<file path="src/rtl/gf211_pkg.sv">
// Shared constants and FSM state type for the GF(211) Fermat inverter.
package gf211_pkg;

    localparam int unsigned Q         = 211;
    localparam int unsigned MU        = 310;
    localparam int unsigned EXP       = 209;
    localparam int unsigned BARRETT_K = 8;
    localparam int unsigned DATA_W    = 8;
    localparam int unsigned PROD_W    = 16;

    typedef enum logic [1:0] {StIdle, StRun, StDone} state_e;

endpackage

</file>
<file path="src/rtl/gf211_reduce.sv">
// Combinational Barrett reducer: 16-bit product to residue mod 211.
// Exact for x <= 44100, the largest product the inverter can form (210*210).
module gf211_reduce
    import gf211_pkg::*;
(
    input  logic [PROD_W-1:0] x,
    output logic [DATA_W-1:0] r
);

    logic [PROD_W-1:0] t;
    logic [PROD_W-1:0] r0;
    logic [PROD_W-1:0] r1;

    always_comb begin
        // Quotient estimate; widened so q*MU cannot wrap.
        t  = PROD_W'((32'(x >> BARRETT_K) * MU) >> BARRETT_K);
        r0 = x - t * PROD_W'(Q);
        r1 = (r0 >= PROD_W'(Q)) ? r0 - PROD_W'(Q) : r0;
        r  = DATA_W'((r1 >= PROD_W'(Q)) ? r1 - PROD_W'(Q) : r1);
    end

endmodule

</file>
<file path="src/rtl/gf211_inv.sv">
// Modular inverse mod 211 via a^209, left-to-right square-and-multiply, one bit per cycle.
// Optional GF211_INV_RANGE_CHECK_EN rejects operands 0 and >=211 with err=1.
module gf211_inv
    import gf211_pkg::*;
(
    input  logic              clk,
    input  logic              rst,
    input  logic              in_valid,
    output logic              in_ready,
    input  logic [DATA_W-1:0] din_a,
    output logic              out_valid,
    input  logic              out_ready,
    output logic [DATA_W-1:0] dout_r,
    output logic              err
);

    localparam logic [DATA_W-1:0] ExpBits = DATA_W'(EXP);

    state_e            state_q, state_d;
    logic [DATA_W-1:0] acc_q, base_q, res_q;
    logic [2:0]        idx_q;
    logic [PROD_W-1:0] sq_prod, mul_prod;
    logic [DATA_W-1:0] sq_r, mul_r, acc_next, base_in;
    logic              bad;

    assign sq_prod  = PROD_W'(acc_q) * PROD_W'(acc_q);
    assign mul_prod = PROD_W'(sq_r) * PROD_W'(base_q);
    assign acc_next = ExpBits[idx_q] ? mul_r : sq_r;
    assign base_in  = (din_a >= DATA_W'(Q)) ? din_a - DATA_W'(Q) : din_a;

    gf211_reduce u_red_sq (
        .x (sq_prod),
        .r (sq_r)
    );

    gf211_reduce u_red_mul (
        .x (mul_prod),
        .r (mul_r)
    );

`ifdef GF211_INV_RANGE_CHECK_EN
    logic err_q;

    assign bad = (din_a == '0) || (din_a >= DATA_W'(Q));

    always_ff @(posedge clk or posedge rst) begin
        if (rst) begin
            err_q <= 1'b0;
        end else if (state_q == StIdle && in_valid) begin
            err_q <= bad;
        end
    end
`else
    assign bad = 1'b0;
`endif

    always_ff @(posedge clk or posedge rst) begin
        if (rst) begin
            state_q <= StIdle;
        end else begin
            state_q <= state_d;
        end
    end

    always_comb begin
        state_d = state_q;
        case (state_q)
            StIdle:  if (in_valid) state_d = bad ? StDone : StRun;
            StRun:   if (idx_q == 3'd0) state_d = StDone;
            StDone:  if (out_ready) state_d = StIdle;
            default: state_d = StIdle;
        endcase
    end

    always_comb begin
        in_ready  = (state_q == StIdle);
        out_valid = (state_q == StDone);
        dout_r    = res_q;
`ifdef GF211_INV_RANGE_CHECK_EN
        err       = err_q;
`else
        err       = 1'b0;
`endif
    end

    always_ff @(posedge clk or posedge rst) begin
        if (rst) begin
            acc_q  <= '0;
            base_q <= '0;
            idx_q  <= '0;
            res_q  <= '0;
        end else begin
            case (state_q)
                StIdle: begin
                    if (in_valid) begin
                        base_q <= base_in;
                        acc_q  <= DATA_W'(1);
                        idx_q  <= 3'd7;
                        if (bad) res_q <= '0;
                    end
                end
                StRun: begin
                    acc_q <= acc_next;
                    idx_q <= idx_q - 3'd1;
                    if (idx_q == 3'd0) res_q <= acc_next;
                end
                default: ;
            endcase
        end
    end

endmodule

</file>
<file path="config.mk">
export PLATFORM = sky130hd
export DESIGN_NAME = gf211_inv
export DESIGN_NICKNAME = d
export VERILOG_FILES = /design/src/rtl/gf211_pkg.sv /design/src/rtl/gf211_reduce.sv /design/src/rtl/gf211_inv.sv
export SDC_FILE = /design/constraint.sdc
export NUM_CORES = 1
export LEC_CHECK = 0
export ABC_AREA = 1
export BUFFER_PORTS_ARGS = -buffer_cell sky130_fd_sc_hd__buf_2
export CAP_MARGIN = 10
export CORE_ASPECT_RATIO = 0.9
export CORE_UTILIZATION = 35
export DETAILED_ROUTE_END_ITERATION = 8
export HOLD_SLACK_MARGIN = 0.12
export SYNTH_ARGS = -nofsm -noshare
export SYNTH_HDL_FRONTEND = slang
export SYNTH_SLANG_ARGS = --single-unit
</file>
<file path="constraint.sdc">
create_clock -name clk -period 24.1 [get_ports clk]
set_input_delay 3.615 -clock clk [delete_from_list [all_inputs] [get_ports clk]]
set_output_delay 3.615 -clock clk [all_outputs]
set_load 0.02 [all_outputs]
</file>
==> results of run 1 <==
-- sequential cells by signal, summed over array words and instances (netlist names) --
name	cells
idx_q	3
acc_q	8
state_q	2
dout_r	8
base_q	8
-- cell usage after synthesis (12+ instances only) --
library cell	count	area share, %
nand3_1	113	4.4
xnor2_1	20	1.4
a21oi_1	48	1.9
clkbuf_1	12	0.35
nand2_1	429	13
fa_1	128	20
nand4_1	25	1.2
xor2_1	57	3.9
inv_1	494	14
o21ai_0	31	1.2
ha_1	245	24
nor2_1	115	3.4
dfrtp_1	29	5.6
-- cell families (layout without fill, tap and decap cells) --
family | Yosys count | in the layout | share of synthesized area [%]
AO/OA/AOI/OAI | 120 | 120 | 5.48
XOR/XNOR | 78 | 78 | 5.37
adder cells (fa/ha/maj) | 373 | 373 | 43.8
buffers and inverters | 515 | 652 | 15.3
flip-flops | 29 | 29 | 5.64
other | 2 | 3 | 0.0584
AND/OR/NAND/NOR | 732 | 734 | 24.4
-- layer usage --
metal	track usage [%]	up-vias
li1	-	5900
met1	23.7	5360
met2	26.7	137
met3	1.51	14
met4	0.716	0
met5	0	-
-- final timing paths --
path | start | to | slack [ns] | cells after the start
setup reg to reg | acc_q[1] | dout_r[4] | 0.85 | 140
hold / removal | dout_r[7] | dout_r[7] | 0.47 | 2
max in group asynchronous | rst | acc_q[3] | 20.37 | 3
setup / recovery | acc_q[1] | dout_r[4] | 0.85 | 140
hold reg to reg | dout_r[7] | dout_r[7] | 0.47 | 2
min in group asynchronous | rst | base_q[6] | 3.41 | 3
-- worst min-delay path: stages, from the launching register on --
cell	delay, ns
dfrtp_1	0.34
nand2_1	0.05
nand2_1	0.05
-- area by class of cell --
| type | count | area, um2 |
|---|---|---|
| clock inverter | 1 | 30.0 |
| fill | 3610 | 20200 |
| clock buffer | 7 | 143 |
| tap | 476 | 596 |
| timing repair buffer | 148 | 1110 |
| inverter | 496 | 1870 |
| sequential | 29 | 734 |
| multi-input combinational | 1308 | 11500 |
-- through the flow --
step,std cells,worst slack (ns),utilization (%),instance area [um2]
after CTS,2414,0.00270,39.7,14300
final,2465,0.850,44.1,15900
after global placement,2404,-0.0731,38.9,14100
after floorplan,1850,0.0175,-,12900
after global routing,2465,-0.413,44.1,15900
after detailed placement,2404,-0.542,38.9,14100
-- repair_timing --
action,4_1_cts,5_1_grt
setup buffers,2,48
setup endpoints to repair,16,16
pin swaps,4,169
resized for setup,25,301
cloned,0,3
hold buffers,0,0
==> results.py, run 1 <==
metrics = {
    "setup_path": {
        "crit_required_ns": 24.27,
        "path_max_fanout": 7,
        "end_kind": "flop",
        "cpMostUsedCell": "nand2_1",
        "path_buf_inv": 23,
        "critPathSlowestCell": "fa_1",
        "start_kind": "flop",
        "arrival_ns": 23.42,
        "critical_path_class": "reg -> reg",
        "cp_top_family": "adder cells",
        "critical-path-max-stage-delay_ns": 0.57,
    },
    "routing": {
        "first_pass_iters": 6,
        "wl_per_cell_um": 12.7,
        "dr_wl_met2_mm": 14.4,
        "ant_nets": 0,
        "dr.max_layer_used": "met4",
        "wirelength_mm": 31.3,
        "wl_met1_mm": 15.9,
        "num_vias": 11400,
        "vias_per_cell": 4.63,
        "drc": 0,
        "wl_met3_um": 881,
        "drt-initial-drc-count": 521,
    },
    "synthesis": {
        "ys_seq_elements": 29,
        "netlist-cell-type-count": 45,
        "synth_area_per_cell_um2": 6.96,
        "synth_edf_count": 0,
        "synth_flop_cell": "dfrtp_1",
        "synth.cell_area_um2": 12900,
        "synth_cells": 1849,
        "synth-seq-area-share_pct": 5.64,
        "yosys_warnings": 0,
        "ys_async_sr_fraction_pct": 100,
    },
    "sta": {
        "hold_violations": 0,
        "hold_ws_ns": 0.474,
        "relSlewSlack_pct": 10.8,
        "slew_viol_final": 0,
        "min_period_ns": 23.25,
        "worst_pin_slew_ns": 1.33,
        "final-setup-viol-count": 0,
        "fin_crit_sh_pct": 96.5,
        "max_freq_mhz": 43.0,
        "tns_ns": 0,
        "skew_ns": 0.00421,
    },
    "global_routing": {
        "track_usage_pct": 16.2,
        "grt_pass1_vias": 11000,
        "grt_max_degree": 30,
        "grt_pass1_wl_mm": 50.5,
        "grt_overflow": 0,
        "antenna_found_initial": 0,
    },
    "placement": {
        "globalplace.congestion": 0.878,
        "place_hpwl_mm": 26.0,
        "io_buffers": 21,
    },
    "run": {
        "max_cap_violations": 0,
    },
    "clock_network": {
        "cts.sinks": 29,
        "cts_tree": "built",
        "cts-root-buf": "clkbuf_16",
        "clkTransAtPathRegs_ns": 0.05,
        "insertion_delay_ns": 0.28,
        "htreeDepth": 2,
        "clockBufferDepth": 2,
        "cts_made_buffers": 5,
    },
    "cells_and_area": {
        "syn_to_final_growth_pct": 23.9,
        "diodes": 0,
        "layout_commonest_cell": "inv_1",
        "nNetsFinal": 2373,
        "final_cell_mix": "inv_1, nand2_1, ha_1",
        "layout-drive-gt1-share_pct": 22.5,
    },
    "status": {
        "status": "finished, final reports clean",
    },
    "floorplanning": {
        "num_rows": 66,
        "fp.dieH_um": 184,
        "die_x_um": 204,
        "core_area_um2": 36200,
        "dieArea_um2": 37500,
        "start_util_pct": 35.6,
        "io_pins": 23,
    },
    "min_path": {
        "hp-class": "reg -> reg",
    },
}
Power of run 1 is left out: the tool's default activity adds up to more than one toggle a clock period on the data nets, which glitch-free logic cannot reach.
==> run 2, diff against run 1 <==
Settings changed: CORE_ASPECT_RATIO 0.9 to not set, CTS_BUF_LIST set to sky130_fd_sc_hd__clkbuf_4.
==> run 2 against run 1 <==
  * Clock skew rose by 0.0057 ns
  * Design area fell by 0.48%
  * Cell count rose by 0.12%
  * Critical endpoint is now dout_r[6]
  * Critical path depth fell by 2
  * Largest cell class unchanged
  * Global-route usage rose by 0.37 points
  * Setup slack improved by 0.25 ns
==> results.py, run 2 (synthesis gave the netlist of run 1 again) <==
metrics = {
    "status": {
        "status": "finished, final reports clean",
    },
    "routing": {
        "num_vias": 11600,
        "wirelength_mm": 31.8,
        "vias_per_cell": 4.72,
        "ant_nets": 0,
        "first_pass_iters": 5,
        "drt-initial-drc-count": 497,
        "wl_per_cell_um": 12.9,
        "drc": 0,
    },
    "sta": {
        "hold_violations": 0,
        "slew_viol_final": 0,
        "min_period_ns": 23.00,
        "tns_ns": 0,
        "fin_crit_sh_pct": 95.4,
        "setup_ws_ns": 1.10,
        "relSlewSlack_pct": 20.5,
        "final-setup-viol-count": 0,
        "worst_pin_slew_ns": 1.18,
        "skew_ns": 0.00988,
        "max_freq_mhz": 43.5,
    },
    "setup_path": {
        "crit_required_ns": 24.33,
        "arrival_ns": 23.23,
        "critical-path-max-stage-delay_ns": 0.58,
        "cpMostUsedCell": "nand2_2",
        "start_kind": "flop",
        "end_kind": "flop",
        "path_max_fanout": 8,
        "critPathSlowestCell": "fa_1",
        "critical_path_class": "reg -> reg",
    },
    "placement": {
        "place_inst": 2396,
        "place_hpwl_mm": 26.9,
        "globalplace.congestion": 0.907,
        "post-place-ws_ns": -0.550,
        "io_buffers": 21,
    },
    "floorplanning": {
        "io_pins": 23,
        "start_util_pct": 35.9,
        "num_rows": 69,
        "core_area_um2": 35800,
        "fp.dieH_um": 194,
        "die_x_um": 194,
        "dieArea_um2": 37500,
    },
    "global_routing": {
        "antenna_found_initial": 1,
        "grt_max_degree": 30,
        "busiest_layer": "met2",
        "grt_overflow": 0,
        "track_usage_pct": 16.5,
        "grt_pass1_vias": 11400,
        "grt_use_met1_pct": 23.6,
        "grt_pass1_wl_mm": 52.7,
        "grt_use_met3_pct": 0.748,
        "met2_usage_pct": 28.0,
    },
    "clock_network": {
        "cts_made_buffers": 5,
        "cts.sinks": 29,
        "cts_tree": "built",
        "cts-root-buf": "clkbuf_4",
        "clkTransAtPathRegs_ns": 0.10,
        "clockBufferDepth": 2,
        "htreeDepth": 2,
        "insertion_delay_ns": 0.33,
    },
    "cells_and_area": {
        "layout-drive-gt1-share_pct": 23.4,
        "diodes": 0,
        "finalNonFillerCells": 2468,
        "nNetsFinal": 2391,
        "syn_to_final_growth_pct": 23.3,
        "final_cell_mix": "inv_1, nand2_1, ha_1",
        "layout_commonest_cell": "inv_1",
    },
    "run": {
        "max_cap_violations": 0,
    },
    "min_path": {
        "hp-class": "reg -> reg",
    },
}
-- run 2: final cells by class --
| type | instances | area, um2 |
|---|---|---|
| clock buffer | 5 | 37.5 |
| sequential | 29 | 736 |
| multi-input combinational | 1307 | 11400 |
| tap | 461 | 577 |
| clock inverter | 3 | 17.5 |
| fill | 3640 | 20000 |
| inverter | 496 | 1870 |
| timing repair buffer | 167 | 1270 |
-- run 2: worst max-delay path: cells and delay by family, from the launching register on --
kind            cells  cell delay (ns)
compound gates     19             2.85
xor+xnor            4             0.75
fa+ha+maj          30            11.18
buf+inv            27             2.40
flops               1             0.46
simple gates       58             5.21
-- run 2: what timing repair did --
item / CTS / global route
pin swaps: 8 / 144
setup endpoints to repair: 16 / 16
hold buffers: 0 / 0
buffers inserted: 4 / 57
gates cloned: 1 / 1
resized for setup: 30 / 288
-- run 2: metal layers --
layer	vias to the layer above	part of all wire, %
met5	-	0
met4	0	1.1
met3	28	2.4
met2	163	47
met1	5533	49
li1	5919	-
-- run 2: path summary, 6_finish.rpt --
| check | start | depth (start not counted) | endpoint | slack, ns |
|---|---|---|---|---|
| max | acc_q[2] | 138 | dout_r[6] | 1.10 |
| min | dout_r[1] | 2 | dout_r[1] | 0.50 |
| max reg2reg | acc_q[2] | 138 | dout_r[6] | 1.10 |
| min reg2reg | dout_r[1] | 2 | dout_r[1] | 0.50 |
| max in group asynchronous | rst | 3 | acc_q[5] | 20.45 |
| min in group asynchronous | rst | 2 | dout_r[1] | 3.21 |
-- run 2: through the flow --
step                      area, um2  utilization [%]  hold slack, ns
after detailed placement      14100             39.3           0.466
after global placement        14100             39.3           0.470
final                         15900             44.3           0.498
after CTS                     14300             39.9           0.504
after global routing          15900             44.3           0.532
after floorplan               12900                -           0.474
Power of run 2 is left out for the same reason.
